### src/rtl/multi_user_authenticator.sv
// Purpose: multi-user login front-end that takes an ID and a multi-digit password, with timed lockout and optional idle logout.
// Latency: press pulse 3 cycles after raw button rise; state and outputs registered 1 cycle after press/logout/timeout.
// Backpressure: none; at most one press per button push, presses in LOCKED or on a state-exit cycle are dropped.
// Ports: clk, rst (synchronous, active-high); PasswordSwitch/PasswordButton operator inputs;
//        LogoutCommand_from_GC, Activity_from_GC from the game controller; LoggedOut/LoggedIn/Locked status,
//        isGuest_to_GC/PlayerAddress_to_GC session info, AttemptsLeft wrong-password budget.
module multi_user_authenticator #(
    parameter int SW_W         = 4,
    parameter int NUM_USERS    = 4,
    parameter int PW_DIGITS    = 2,
    parameter int ADDR_W       = 5,
    parameter int MAX_TRIES    = 3,
    parameter int LOCK_CYCLES  = 16,
    parameter int IDLE_TIMEOUT = 0,
    parameter logic [SW_W-1:0]                     GUEST_ID = 4'hF,
    parameter logic [NUM_USERS*SW_W-1:0]           ID_TABLE = {4'h4, 4'h3, 4'h2, 4'h1},
    parameter logic [NUM_USERS*PW_DIGITS*SW_W-1:0] PW_TABLE = {8'h00, 8'h77, 8'h21, 8'hA5},
    localparam int AW = $clog2(MAX_TRIES + 1)
) (
    input  logic              clk,
    input  logic              rst,
    input  logic [SW_W-1:0]   PasswordSwitch,
    input  logic              PasswordButton,
    input  logic              LogoutCommand_from_GC,
    input  logic              Activity_from_GC,
    output logic              LoggedOut,
    output logic              LoggedIn,
    output logic              isGuest_to_GC,
    output logic [ADDR_W-1:0] PlayerAddress_to_GC,
    output logic              Locked,
    output logic [AW-1:0]     AttemptsLeft
);

    localparam int PW_W = PW_DIGITS * SW_W;
    localparam int DW   = (PW_DIGITS > 1) ? $clog2(PW_DIGITS) : 1;
    localparam int LW   = (LOCK_CYCLES > 1) ? $clog2(LOCK_CYCLES) : 1;
    localparam int IW   = (IDLE_TIMEOUT > 0) ? $clog2(IDLE_TIMEOUT + 1) : 1;

    generate
        if (NUM_USERS >= (1 << ADDR_W)) begin : g_bad_addr_w
            $error("NUM_USERS must be smaller than 2**ADDR_W");
        end
        if (MAX_TRIES < 1 || LOCK_CYCLES < 1 || PW_DIGITS < 1) begin : g_bad_counts
            $error("MAX_TRIES, LOCK_CYCLES and PW_DIGITS must all be at least 1");
        end
    endgenerate

    typedef enum logic [1:0] {S_IDLE, S_GET_PW, S_LOGGED_IN, S_LOCKED} state_t;

    state_t            r_state, w_state_nx;
    logic              r_btn_s1, r_btn_s2, r_btn_s3, r_press;
    logic [ADDR_W-1:0] r_user, w_user_nx;
    logic [DW-1:0]     r_digit_cnt, w_digit_cnt_nx;
    logic [PW_W-1:0]   r_digits, w_digits_nx;
    logic [AW-1:0]     r_attempts, w_attempts_nx;
    logic [LW-1:0]     r_lock_cnt, w_lock_cnt_nx;
    logic [IW-1:0]     r_idle_cnt, w_idle_cnt_nx;
    logic              r_guest, w_guest_nx;
    logic [ADDR_W-1:0] r_addr, w_addr_nx;
    logic              r_logged_in, r_logged_out, r_locked;
    logic              w_id_hit;
    logic [ADDR_W-1:0] w_id_idx;
    logic [PW_W-1:0]   w_pw_exp, w_pw_entered;
    logic              w_last_digit;

    // ID lookup; scanning downwards leaves the lowest matching index.
    always_comb begin
        w_id_hit = 1'b0;
        w_id_idx = '0;
        for (int i = NUM_USERS - 1; i >= 0; i--) begin
            if (ID_TABLE[i*SW_W +: SW_W] == PasswordSwitch) begin
                w_id_hit = 1'b1;
                w_id_idx = ADDR_W'(i);
            end
        end
    end

    // Stored password of the latched user.
    always_comb begin
        w_pw_exp = '0;
        for (int i = 0; i < NUM_USERS; i++) begin
            if (r_user == ADDR_W'(i)) w_pw_exp = PW_TABLE[i*PW_W +: PW_W];
        end
    end

    // Digits entered so far with the switch value merged into the current slot.
    always_comb begin
        w_pw_entered = r_digits;
        for (int d = 0; d < PW_DIGITS; d++) begin
            if (r_digit_cnt == DW'(d)) w_pw_entered[d*SW_W +: SW_W] = PasswordSwitch;
        end
    end

    assign w_last_digit = (r_digit_cnt == DW'(PW_DIGITS - 1));

    always_comb begin
        w_state_nx     = r_state;
        w_user_nx      = r_user;
        w_digit_cnt_nx = r_digit_cnt;
        w_digits_nx    = r_digits;
        w_attempts_nx  = r_attempts;
        w_lock_cnt_nx  = r_lock_cnt;
        w_idle_cnt_nx  = r_idle_cnt;
        w_guest_nx     = r_guest;
        w_addr_nx      = r_addr;
        case (r_state)
            S_IDLE: begin
                if (!LogoutCommand_from_GC && r_press) begin
                    if (PasswordSwitch == GUEST_ID) begin
                        w_state_nx    = S_LOGGED_IN;
                        w_guest_nx    = 1'b1;
                        w_addr_nx     = ADDR_W'(NUM_USERS);
                        w_idle_cnt_nx = '0;
                    end else if (w_id_hit) begin
                        w_state_nx     = S_GET_PW;
                        w_user_nx      = w_id_idx;
                        w_digit_cnt_nx = '0;
                        w_digits_nx    = '0;
                    end
                end
            end
            S_GET_PW: begin
                if (LogoutCommand_from_GC) begin
                    w_state_nx     = S_IDLE;
                    w_digit_cnt_nx = '0;
                    w_digits_nx    = '0;
                end else if (r_press) begin
                    if (w_last_digit) begin
                        w_digit_cnt_nx = '0;
                        w_digits_nx    = '0;
                        if (w_pw_entered == w_pw_exp) begin
                            w_state_nx    = S_LOGGED_IN;
                            w_attempts_nx = AW'(MAX_TRIES);
                            w_guest_nx    = 1'b0;
                            w_addr_nx     = r_user;
                            w_idle_cnt_nx = '0;
                        end else if (r_attempts > AW'(1)) begin
                            w_state_nx    = S_IDLE;
                            w_attempts_nx = r_attempts - AW'(1);
                        end else begin
                            w_state_nx    = S_LOCKED;
                            w_attempts_nx = '0;
                            w_lock_cnt_nx = LW'(LOCK_CYCLES - 1);
                        end
                    end else begin
                        w_digits_nx    = w_pw_entered;
                        w_digit_cnt_nx = r_digit_cnt + DW'(1);
                    end
                end
            end
            S_LOGGED_IN: begin
                if (LogoutCommand_from_GC) begin
                    w_state_nx = S_IDLE;
                    w_guest_nx = 1'b0;
                    w_addr_nx  = '0;
                end else if (IDLE_TIMEOUT > 0) begin
                    // Activity on the timeout cycle keeps the session alive.
                    if (Activity_from_GC || r_press) begin
                        w_idle_cnt_nx = '0;
                    end else if (r_idle_cnt == IW'(IDLE_TIMEOUT)) begin
                        w_state_nx    = S_IDLE;
                        w_guest_nx    = 1'b0;
                        w_addr_nx     = '0;
                        w_idle_cnt_nx = '0;
                    end else begin
                        w_idle_cnt_nx = r_idle_cnt + IW'(1);
                    end
                end
            end
            S_LOCKED: begin
                if (r_lock_cnt == '0) begin
                    w_state_nx    = S_IDLE;
                    w_attempts_nx = AW'(MAX_TRIES);
                end else begin
                    w_lock_cnt_nx = r_lock_cnt - LW'(1);
                end
            end
            default: w_state_nx = S_IDLE;
        endcase
    end

    always_ff @(posedge clk) begin
        if (rst) begin
            r_btn_s1     <= 1'b0;
            r_btn_s2     <= 1'b0;
            r_btn_s3     <= 1'b0;
            r_press      <= 1'b0;
            r_state      <= S_IDLE;
            r_user       <= '0;
            r_digit_cnt  <= '0;
            r_digits     <= '0;
            r_attempts   <= AW'(MAX_TRIES);
            r_lock_cnt   <= '0;
            r_idle_cnt   <= '0;
            r_guest      <= 1'b0;
            r_addr       <= '0;
            r_logged_in  <= 1'b0;
            r_logged_out <= 1'b1;
            r_locked     <= 1'b0;
        end else begin
            r_btn_s1     <= PasswordButton;
            r_btn_s2     <= r_btn_s1;
            r_btn_s3     <= r_btn_s2;
            r_press      <= r_btn_s2 & ~r_btn_s3;
            r_state      <= w_state_nx;
            r_user       <= w_user_nx;
            r_digit_cnt  <= w_digit_cnt_nx;
            r_digits     <= w_digits_nx;
            r_attempts   <= w_attempts_nx;
            r_lock_cnt   <= w_lock_cnt_nx;
            r_idle_cnt   <= w_idle_cnt_nx;
            r_guest      <= w_guest_nx;
            r_addr       <= w_addr_nx;
            r_logged_in  <= (w_state_nx == S_LOGGED_IN);
            r_logged_out <= (w_state_nx != S_LOGGED_IN);
            r_locked     <= (w_state_nx == S_LOCKED);
        end
    end

    assign LoggedOut           = r_logged_out;
    assign LoggedIn            = r_logged_in;
    assign isGuest_to_GC       = r_guest;
    assign PlayerAddress_to_GC = r_addr;
    assign Locked              = r_locked;
    assign AttemptsLeft        = r_attempts;

endmodule

### config.mk
export PLATFORM = sky130hd
export DESIGN_NAME = multi_user_authenticator
export DESIGN_NICKNAME = d
export VERILOG_FILES = /design/src/rtl/multi_user_authenticator.sv
export SDC_FILE = /design/constraint.sdc
export NUM_CORES = 1
export LEC_CHECK = 0
export ABC_CLOCK_PERIOD_IN_PS = 4400
export CAP_MARGIN = 30
export CORE_UTILIZATION = 35
export CTS_BUF_LIST = sky130_fd_sc_hd__clkbuf_16
export CTS_CLUSTER_SIZE = 16
export DETAILED_ROUTE_END_ITERATION = 10
export PLACE_DENSITY = 0.64
export RECOVER_POWER = 25
export SLEW_MARGIN = 5
export SYNTH_ARGS = -nofsm -noshare
export SYNTH_HDL_FRONTEND = slang
export SYNTH_SLANG_ARGS = --single-unit
### constraint.sdc
create_clock -name clk -period 4.4 [get_ports clk]
set_input_delay 0.88 -clock clk [delete_from_list [all_inputs] [get_ports clk]]
set_output_delay 0.88 -clock clk [all_outputs]
set_load 0.01 [all_outputs]
# After elaboration in Yosys (flattened, before gate mapping)

Index checks and enable logic that the tools add are counted.

Register bits after elaboration: 35
Logic and storage cells: 133
Input port bits: 9

Order comparisons: 1
Equality and inequality tests: 29
Mux-type cells: 69
Reduce and logical (&&, ||, !) cells: 13
Bitwise logic cells: 3
Add/subtract/negate cells: 3

Operators by type and width:

| kind               | count |
|---|---|
| $mux 8             | 10 |
| $mux 5             | 9 |
| $mux 2             | 18 |
| $mux 4             | 8 |
| $ne 2x2->1 const B | 14 |
| $mux 1             | 17 |
| $pmux 8 s2         | 1 |
| $pmux 5 s3         | 1 |
| $eq 5x2->1 const B | 2 |
| $reduce_and 5->1   | 2 |
| $eq 2x2->1 const B | 4 |
| $eq 2x4->1 const A | 2 |
| $eq 8x8->1         | 1 |
| $pmux 2 s4         | 1 |
| $pmux 4 s2         | 1 |
| $reduce_and 8->1   | 1 |
| $reduce_and 7->1   | 1 |
| $eq 5x1->1 const B | 1 |
| $logic_not 5->1    | 1 |
| $eq 1x4->1 const A | 1 |
| $eq 3x4->1 const A | 1 |
| $eq 4x4->1 const B | 1 |
| $logic_not 4->1    | 1 |
| $pmux 2 s2         | 1 |
| 16 further kinds   | 18 |

# Longest topological paths before layout

Gate-level depths: netlist (run 1).

Depth after elaboration: 12
Gate-level depth with buffers: 10

# Worst setup path before layout (run 1)

No wires, ideal clock.

Path type: input-to-reg
Start: input PasswordSwitch[3]
End: register r_addr[2], in the netlist PlayerAddress_to_GC[2]
Cell stages on the path: 8
Path slack: 1.988 ns
Required time: 4.277 ns
Library setup time: 0.123 ns
Buffers on the path: 1
Arrival: 2.289 ns
Cells stage by stage: clkbuf_1 a211o_1 o22ai_1 nand2_1 a211oi_2 nand2_1 o22ai_2 mux2_1

Cells in the longest elaborated chain, start to end: 4

Ends and longest elaborated chain:

| what                                | line | source |
|---|---|---|
| start, declared                     | 22   | `input logic [SW_W-1:0] PasswordSwitch,` |
| $mux 4                              | 90   | `if (r_digit_cnt == DW'(d)) w_pw_entered[d*SW_W +: SW_W] = PasswordSwitch;` |
| $eq 8x8->1                          | 131  | `if (w_pw_entered == w_pw_exp) begin` |
| $ne 2x2->1 (no source line)         | --   |  |
| $reduce_and 8->1 (no source line) * | --   |  |
| end signal, assigned                | 213  | `r_addr <= w_addr_nx;` |
| end, declared                       | 59   | `logic [ADDR_W-1:0] r_addr, w_addr_nx;` |

Every way passes the cells marked *; elsewhere a longest branch is shown, timed or not.
A chain may end at the register's enable or synchronous reset.

# Worst setup path after layout (run 1)

Start: input PasswordSwitch[1]
End: register r_digits[6]

Cells in the longest elaborated chain, start to end: 7

Ends and longest elaborated chain:

| what                                | line | source |
|---|---|---|
| $eq 3x4->1                          | 71   | `if (ID_TABLE[i*SW_W +: SW_W] == PasswordSwitch) begin` |
| $mux 1 (4 in series)                | 71   |  |
| $ne 2x2->1 (no source line)         | --   |  |
| $reduce_and 5->1 (no source line) * | --   |  |
| end signal, assigned                | 208  | `r_digits <= w_digits_nx;` |
| end, declared                       | 54   | `logic [PW_W-1:0] r_digits, w_digits_nx;` |

Marks and branches as above.

==> impl_metrics.yaml, run 1 <==
routing:
  routed_wl_um: 3880
  via_per_inst: 5.16
  final_antenna_net_count: 0
  vias: 1532
  drc_errors: 0
  first_iter_violations: 49
  wl_per_cell_um: 13.1
  first_pass_iters: 4
placed_design:
  dpl.hpwl_um: 2720
  place_ws_ns: 1.15
  place_inst: 289
  globalplace.congestion: 0.817
  port_buffers: 16
  placement.cell_area_um2: 1950
clocking:
  cts_resized: 0
  hold_buffers: 0
  cts_made_buffers: 5
  clock_path_buffers: 2
  h-tree-depth: 2
  path_clk_slew_ns: 0.05
  root_buffer: "clkbuf_16"
  cts_tree: "built"
  cts.sinks: 29
  clk_latency_ns: 0.28
  postCtsSetupBuffers: 0
setup_path:
  worstPathMaxFanout: 10
  start_kind: "input pin"
  critical_path_arrival_ns: 3.11
  crit_type: "in2reg"
  required_ns: 4.57
  r2r_slack_ns: 1.98
  crit_path_end_kind: "flop"
synth:
  yosysTopAreaCell: "dfxtp_1"
  async_flop_share_pct: 0
  syn_inst: 221
  yosysUniqueCellTypes: 54
  synth_top_cell_area_share_pct: 32.1
  synth_edf_count: 0
  synth_ff_type: "dfxtp_1"
  synth.avg_cell_area_um2: 8.19
  yosys_warnings: 0
  ys_ff_latch: 29
  synth-seq-area-share_pct: 32.1
  syn_area_um2: 1810
  synth.area.top_cells: "dfxtp_1 (32%), nand2b_1 (4.8%), a21oi_1 (4.1%)"
timing:
  rsz0062_at_grt: "false"
  report.final.setup_viol: 0
  final-hold-violation-count: 0
  tightest_slew_ns: 0.834
  setup_tns_ns: 0
  maxSlewHeadroom_pct: 44.2
  period_share_pct: 66.8
  fmax_mhz: 340
  setup_slack_ns: 1.46
  fin_crit_ns: 2.94
  fin_hold_ws_ns: 0.379
  fin_skew_ns: 0.00557
  drv_slew: 0
status:
  outcome: "finished, final reports clean"
layout:
  drive_above_1_share_pct: 7.39
  final_util_pct: 43.5
  final_cells: 297
  fill_cells: 498
  syn2layout_area_growth_pct: 16.5
  n_antenna_cell: 0
  layout.nets: 244
  stdcell_area_um2: 2110
die:
  chipHeight_um: 73.9
  coreArea_um2: 4850
  start_util_pct: 37.3
  dieArea_um2: 5460
  pin_count: 20
  rows: 25
  die_w_um: 73.9
global_route:
  grt_usage_pct: 16.2
  grt.overflow.total: 0
  grt_pass1_wl_um: 6820
  antenna_found_initial: 0
  grt_pass1_vias: 1456
  grt_max_degree: 21
power:
  p_leak_nw: 0.742
  finalPower_uw: 722
  vdd_drop_max_mv: 0.166
  p_per_area_nw_per_um2: 342
job:
  max_cap_viol_count: 0
worst_hold_path:
  hold_path_class: "reg2reg"
==> critical path: stages <==
cell	delay, ns
clkdlybuf4s50_1	0.70
nor2_1	0.12
xor2_1	0.16
nor3_1	0.24
nand2_1	0.20
a21oi_2	0.40
a21oi_1	0.19
and2_1	0.22
==> final cells by class <==
cell class              count  area, um^2  area share [%]
well taps                  67        83.8            3.98
clock buffers               5         125            5.93
flip-flops and latches     29         581            27.5
clock inverters             3        37.5            1.78
repair buffers             16         160            7.60
multi-input cells         167        1080            51.4
inverters                  10        37.5            1.78
==> sequential cells by signal, summed over array words and instances (netlist names) <==
register             count
r_lock_cnt               4
LoggedOut                1
r_press                  1
r_user                   2
r_btn_s2                 1
r_state                  2
AttemptsLeft             2
LoggedIn                 1
r_digit_cnt              1
r_digits                 8
r_btn_s1                 1
Locked                   1
r_btn_s3                 1
PlayerAddress_to_GC      3
==> report_power, final <==
part           switching [mW]  internal, mW  total (mW)  leakage (nW)
Clock                   0.113         0.262       0.375        0.0826
Sequential            0.00573         0.271       0.277         0.235
Combinational          0.0381        0.0318      0.0699         0.425
Total                   0.157         0.565       0.722         0.742
==> cells by family after synthesis <==
group                      synth area share [%]
muxes                                      3.94
AOI/OAI and AO/OA                          21.4
buffers and inverters                      8.23
DFF                                        32.1
xor gates and xnor gates                  0.968
other                                     0.207
adders and majority gates                  4.15
and+or+nand+nor                            29.0
==> layout by cell type (no fill, tap or decap), drive strengths merged, types with 3 or more instances in the layout <==
cell type      synthesis  final
nand3                  7      7
mux2i                  6      6
and3                   3      3
nor2b                 11     11
dfxtp                 29     29
nor3                   9      9
nor4                   5      5
ha                     6      6
nand2b                14     14
inv                   10     11
nor2                  15     15
o21a                   3      3
clkbuf                 3      5
a211oi                 4      4
nand2                 14     14
clkdlybuf4s50          0      9
o22ai                  4      4
o21ai                  8      8
a21oi                 17     17
dlygate4sd3            0      7
and2                   7      7
==> path summary, 6_finish.rpt <==
| kind | startpoint | end | cells after the start |
|---|---|---|---|
| worst max register to register | r_state[1] | r_lock_cnt[3] | 8 |
| worst min-delay path | r_btn_s3 | r_press | 1 |
| worst min register to register | r_btn_s3 | r_press | 1 |
| worst max-delay path | PasswordSwitch[1] | r_digits[6] | 8 |
==> cell usage after synthesis, drive strengths merged, types with 2 or more instances <==
cell and count:
o2bb2ai 2, nand2 14, mux2i 6, and2 7
clkbuf 3, a211oi 4, and3b 2, o21a 3
nor4 5, a21oi 17, o211ai 2, nand3b 2
nor2b 11, nand3 7, dfxtp 29, a31oi 2
o21ai 8, or3 2, nand2b 14, a22oi 2
nor2 15, o22ai 4, nor3 9, nand4 2
a211o 2, inv 10, buf 13, ha 6
a21boi 2, and3 3
==> per-layer routing <==
metal	up-vias	GRT usage, %	share of wire [%]
met3	6	3.70	3.4
li1	794	-	-
met1	702	21.3	49
met5	-	0	0
met2	30	26.1	46
met4	0	5.34	1.4
Note: power is estimated with default switching activity, not from simulation.
==> run 2: changes to the inputs <==
- ABC_CLOCK_PERIOD_IN_PS: 4400 -> 2890
- clock period: 4.4 -> 2.89 ns (I/O delays scaled with it)
==> run 2 against run 1 <==
  * Utilization grew 0.46 points
  * Non-clock buffer count grew 7
  * Largest power group unchanged
  * Clock skew shrank 0.0017 ns
  * Via count grew 3.7%
  * Register-to-register slack lost 1.4 ns
  * Critical path depth is the same
  * Combinational power grew 59%
==> impl_metrics.yaml, run 2 (synthesis gave the netlist of run 1 again) <==
status:
  outcome: "finished, final reports clean"
global_route:
  grt_max_degree: 20
  grt_usage_pct: 16.6
  antenna_found_initial: 0
  grt.overflow.total: 0
  grt_pass1_vias: 1475
  grt_pass1_wl_um: 6760
layout:
  regMostFlops: "r_digits"
  final_cells: 304
  fill_cells: 484
  largest_reg_flops: 8
  final_util_pct: 43.9
  n_antenna_cell: 0
  stdcell_area_um2: 2130
  syn2layout_area_growth_pct: 17.8
  layout.nets: 251
  drive_above_1_share_pct: 9.28
  final_cell_mix: "dfxtp_1 (29), a21oi_1 (15), nor2_1 (14), nand2b_1 (14), nand2_1 (14)"
  final_common_cell: "dfxtp_1"
setup_path:
  crit_top_cell: "o21ai_0"
  crit_path_end: "r_state[0]"
  cpPeakStageDelay_ns: 0.63
  r2r_slack_ns: 0.60
  slowest_stage: "clkdlybuf4s50_1"
  reg2reg_to: "PlayerAddress_to_GC[2]"
  start_kind: "input pin"
  worstPathMaxFanout: 8
  rr_startpoint: "r_user[0]"
  crit_start: "PasswordSwitch[0]"
  cp_cell_sequence: "clkdlybuf4s50_1, buf_4, nand4_1, o21ai_0, o21ai_0, a21boi_0, o21ai_1, and2_1"
  critical_path_arrival_ns: 2.69
  crit_path_end_kind: "flop"
  critPathTopFamily: "compound AO/OA/AOI/OAI gates"
  required_ns: 3.06
  path_buf_inv: 2
  crit_cells: 8
  crit_type: "in2reg"
  r2r_cells: 7
die:
  coreArea_um2: 4850
  pin_count: 20
  start_util_pct: 37.3
  chipHeight_um: 73.9
  die_w_um: 73.9
  rows: 25
  dieArea_um2: 5460
power:
  finalPower_mw: 1.01
  vdd_drop_max_mv: 0.242
  p_leak_nw: 0.764
  p_per_area_nw_per_um2: 473
worst_hold_path:
  hold_start: "r_btn_s3"
  hold_path_class: "reg2reg"
  min_path_cells: 1
placed_design:
  place_inst: 296
  placement.cell_area_um2: 2000
  place_ws_ns: 0.118
  globalplace.congestion: 0.807
  dpl.hpwl_um: 2730
  port_buffers: 16
clocking:
  h-tree-depth: 2
  cts.sinks: 29
  path_clk_slew_ns: 0.05
  root_buffer: "clkbuf_16"
  clock_path_buffers: 2
  cts_made_buffers: 5
  clk_latency_ns: 0.28
  cts_tree: "built"
  cts_resized: 0
  postCtsSetupBuffers: 0
  hold_buffers: 0
routing:
  first_iter_violations: 90
  drc_errors: 0
  first_pass_iters: 5
  final_antenna_net_count: 0
  routed_wl_um: 3890
  vias: 1588
  via_per_inst: 5.22
  wl_per_cell_um: 12.8
timing:
  fin_skew_ns: 0.00390
  fin_crit_ns: 2.52
  tightest_slew_ns: 0.984
  fmax_mhz: 396
  fin_hold_ws_ns: 0.382
  report.final.setup_viol: 0
  final-hold-violation-count: 0
  setup_slack_ns: 0.367
  setup_tns_ns: 0
  period_share_pct: 87.3
  drv_slew: 0
  maxSlewHeadroom_pct: 34.4
  rsz0062_at_grt: "false"
job:
  max_cap_viol_count: 0
-- run 2: worst min-delay path by stage --
stage / endpoint
final: r_press
after CTS: r_press
after detailed placement: r_press
after floorplan: r_press
after global routing: r_press
after global placement: r_press
-- run 2: worst register-to-register path: stages (launching register included) --
cell and delay, ns:
dfxtp_1 0.61, mux2i_1 0.13, or3_1 0.33, a32o_1 0.28
a21oi_2 0.17, nand2_1 0.14, o22ai_2 0.18, mux2_1 0.34
-- run 2: metal layers --
layer / global-route usage (%) / wire, um / part of all wire [%]
met1: 20.4 / 1930 / 50
met2: 27.2 / 1770 / 45
met3: 3.70 / 125 / 3.2
met4: 7.91 / 65 / 1.7
met5: 0 / 0 / 0
-- run 2: layout make-up --
type,instances,area [um^2],area share [%]
Timing Repair Buffer,23,209,9.81
Tap cell,67,83.8,3.93
Clock buffer,5,125,5.87
Multi-Input combinational cell,167,1080,50.9
Inverter,10,37.5,1.76
Clock inverter,3,11.3,0.528
Sequential cell,29,581,27.2
-- run 2: report_power, final --
part           switching, mW  internal [mW]
registers            0.00916          0.413
clock network          0.169          0.308
logic                 0.0591         0.0515
==> run 3: changes to the inputs <==
- CAP_MARGIN: 30 -> 20
==> results of run 3 <==
Same layout as run 2: the final DEF is identical, and so are final timing and power.
==> variant: new RTL, config.mk and constraints of run 3 <==
Take the reset off `r_addr` and load it in a clocked block of its own.
--- a/src/rtl/multi_user_authenticator.sv
+++ b/src/rtl/multi_user_authenticator.sv
@@ -193,7 +193,6 @@
             r_lock_cnt   <= '0;
             r_idle_cnt   <= '0;
             r_guest      <= 1'b0;
-            r_addr       <= '0;
             r_logged_in  <= 1'b0;
             r_logged_out <= 1'b1;
             r_locked     <= 1'b0;
@@ -210,11 +209,14 @@
             r_lock_cnt   <= w_lock_cnt_nx;
             r_idle_cnt   <= w_idle_cnt_nx;
             r_guest      <= w_guest_nx;
-            r_addr       <= w_addr_nx;
             r_logged_in  <= (w_state_nx == S_LOGGED_IN);
             r_logged_out <= (w_state_nx != S_LOGGED_IN);
             r_locked     <= (w_state_nx == S_LOCKED);
         end
+    end
+
+    always_ff @(posedge clk) begin
+        r_addr <= w_addr_nx;
     end
 
     assign LoggedOut           = r_logged_out;
Formal check against the unedited RTL: differs if rst is asserted again (counterexample within 10 cycles, from zero or initial values and one cycle with rst high); with rst held inactive, the same outputs for 10 cycles.
==> variant against run 3 <==
  * The run now ends with design-rule violations left
  * Setup slack got worse by 72 ps
  * Largest cell class unchanged
  * First-iteration DRC count decreased by 16%
  * Final area decreased by 4.6%
  * Clock power increased by 0.8%
  * Highest routed layer unchanged
  * Synthesized cell count decreased by 14%
  * Sequential cell count increased by 1
  * Total power increased by 2.6%
  * Utilization increased by 1.8 points
  * Routed wire length decreased by 14%
  * Area after synthesis decreased by 9.3%
==> variant: results (changes against run 3) <==
Cells and area
  – Fillers: 453 (was 484)
  – Fin cells: 268 (was 304)
  – Share of layout cells above drive strength 1: 10.2% (was 9.28%)

Power
  – Max IR drop VDD: 0.301 mV (was 0.242 mV)
  – Leak: 0.732 nW (was 0.764 nW)
  – Seq. pwr: 0.000443 W (was 0.000422 W)

Synthesis
  – Mapped Cells: 189 (was 221)
  – Distinct cells, synth: 44 (was 54)
  – Synth area leaders: dfxtp_1, mux2i_1, edfxtp_1 (was dfxtp_1, nand2b_1, a21oi_1)

Critical path
  – Reg2reg start: r_digit_cnt (was r_user[0])
  – WP data arrival: 2750 ps (was 2690 ps)
  – Worst path max stage delay: 710 ps (was 630 ps)
  – Reg2Reg Setup Slack: 290 ps (was 600 ps)
  – Slowest cell on crit path: dfxtp_1 (was clkdlybuf4s50_1)

Drt
  – Met3 WL post-DR: 164 um (was 125 um)
  – DRT iter0 DRCs: 76 (was 90)
  – WL per Instance: 12.5 um (was 12.8 um)
  – Met1 Routed Length: 1590 um (was 1930 um)
  – Total iterations of the first detailed-routing run: 7 (was 5)
  – Routed length on met2: 1510 um (was 1770 um)
  – DRC violation count after routing: 8 (was 0)

Placement
  – GP Congestion: 0.838 (was 0.807)
  – Placed wire-length estimate: 2410 um (was 2730 um)
  – Area after DPL: 1900 um^2 (was 2000 um^2)
  – Placed Cells: 260 (was 296)

Global route
  – Global-route wire length before repair: 5840 um (was 6760 um)
  – Tot GR Track Use: 15.1% (was 16.6%)
  – Largest net degree at the start of global routing: 15 (was 20)
  – Met1 Usage GRT: 19.2% (was 20.4%)
  – GR Util met2: 23.4% (was 27.2%)

STA
  – Worst Skew: 1.86 ps (was 3.90 ps)
  – Relative slew slack: 58.5% (was 34.4%)

Outcome
  – Status: finished with violations (was finished clean)
  – Failing checks: design-rule violations
variant: changes by cell type in the layout (fill, tap and decap cells not counted), sizes merged, moves of 4 or more:
| cell | before | now |
|---|---|---|
| nor3 | 9 | 5 |
| a311oi | 0 | 4 |
| buf | 6 | 12 |
| nand2b | 14 | 6 |
| nor2b | 11 | 6 |
variant: worst max-delay path by stage:
stage	from	to	slack [ps]	cells after the start
6_report	r_digit_cnt	LoggedOut	290	7
5_1_grt	r_digit_cnt	LoggedOut	60	7
4_1_cts	r_digit_cnt	LoggedOut	280	7
3_5_place_dp	PasswordSwitch[2]	LoggedOut	50	8
3_3_place_gp	PasswordSwitch[2]	LoggedOut	80	8
2_1_floorplan	PasswordSwitch[2]	LoggedOut	520	8
variant: cell families (layout without fill, tap and decap cells):
kind of cell,after synthesis,in the layout,share of synthesized area [%]
AND/OR/NAND/NOR,74,74,23.1
AO/OA/AOI/OAI,46,46,20.0
flip-flops,30,30,38.4
buffers and inverters,19,45,6.02
multiplexers,9,9,5.49
adder cells (fa/ha/maj),6,6,4.57
XOR/XNOR,4,4,2.13
other,1,2,0.228
variant: layout make-up:
class	count	area, um^2	area share [%]
Timing Repair Buffer	28	250	12.3
Inverter	9	33.8	1.66
Clock inverter	3	12.5	0.615
Clock buffer	5	125	6.15
Sequential cell	30	631	31.0
Multi-Input combinational cell	141	916	45.0
Tap cell	52	65.1	3.20
variant: metrics by stage:
stage	worst slack (ps)	utilization (%)	power (W)	hold WS (ps)
6_report	294	45.7	0.00104	385
4_1_cts	278	45.7	0.00105	389
3_5_place_dp	54.2	42.7	0.000563	382
3_3_place_gp	76.1	42.7	0.000562	374
5_1_grt	61.7	45.7	0.00108	420
2_1_floorplan	518	-	0.000510	367
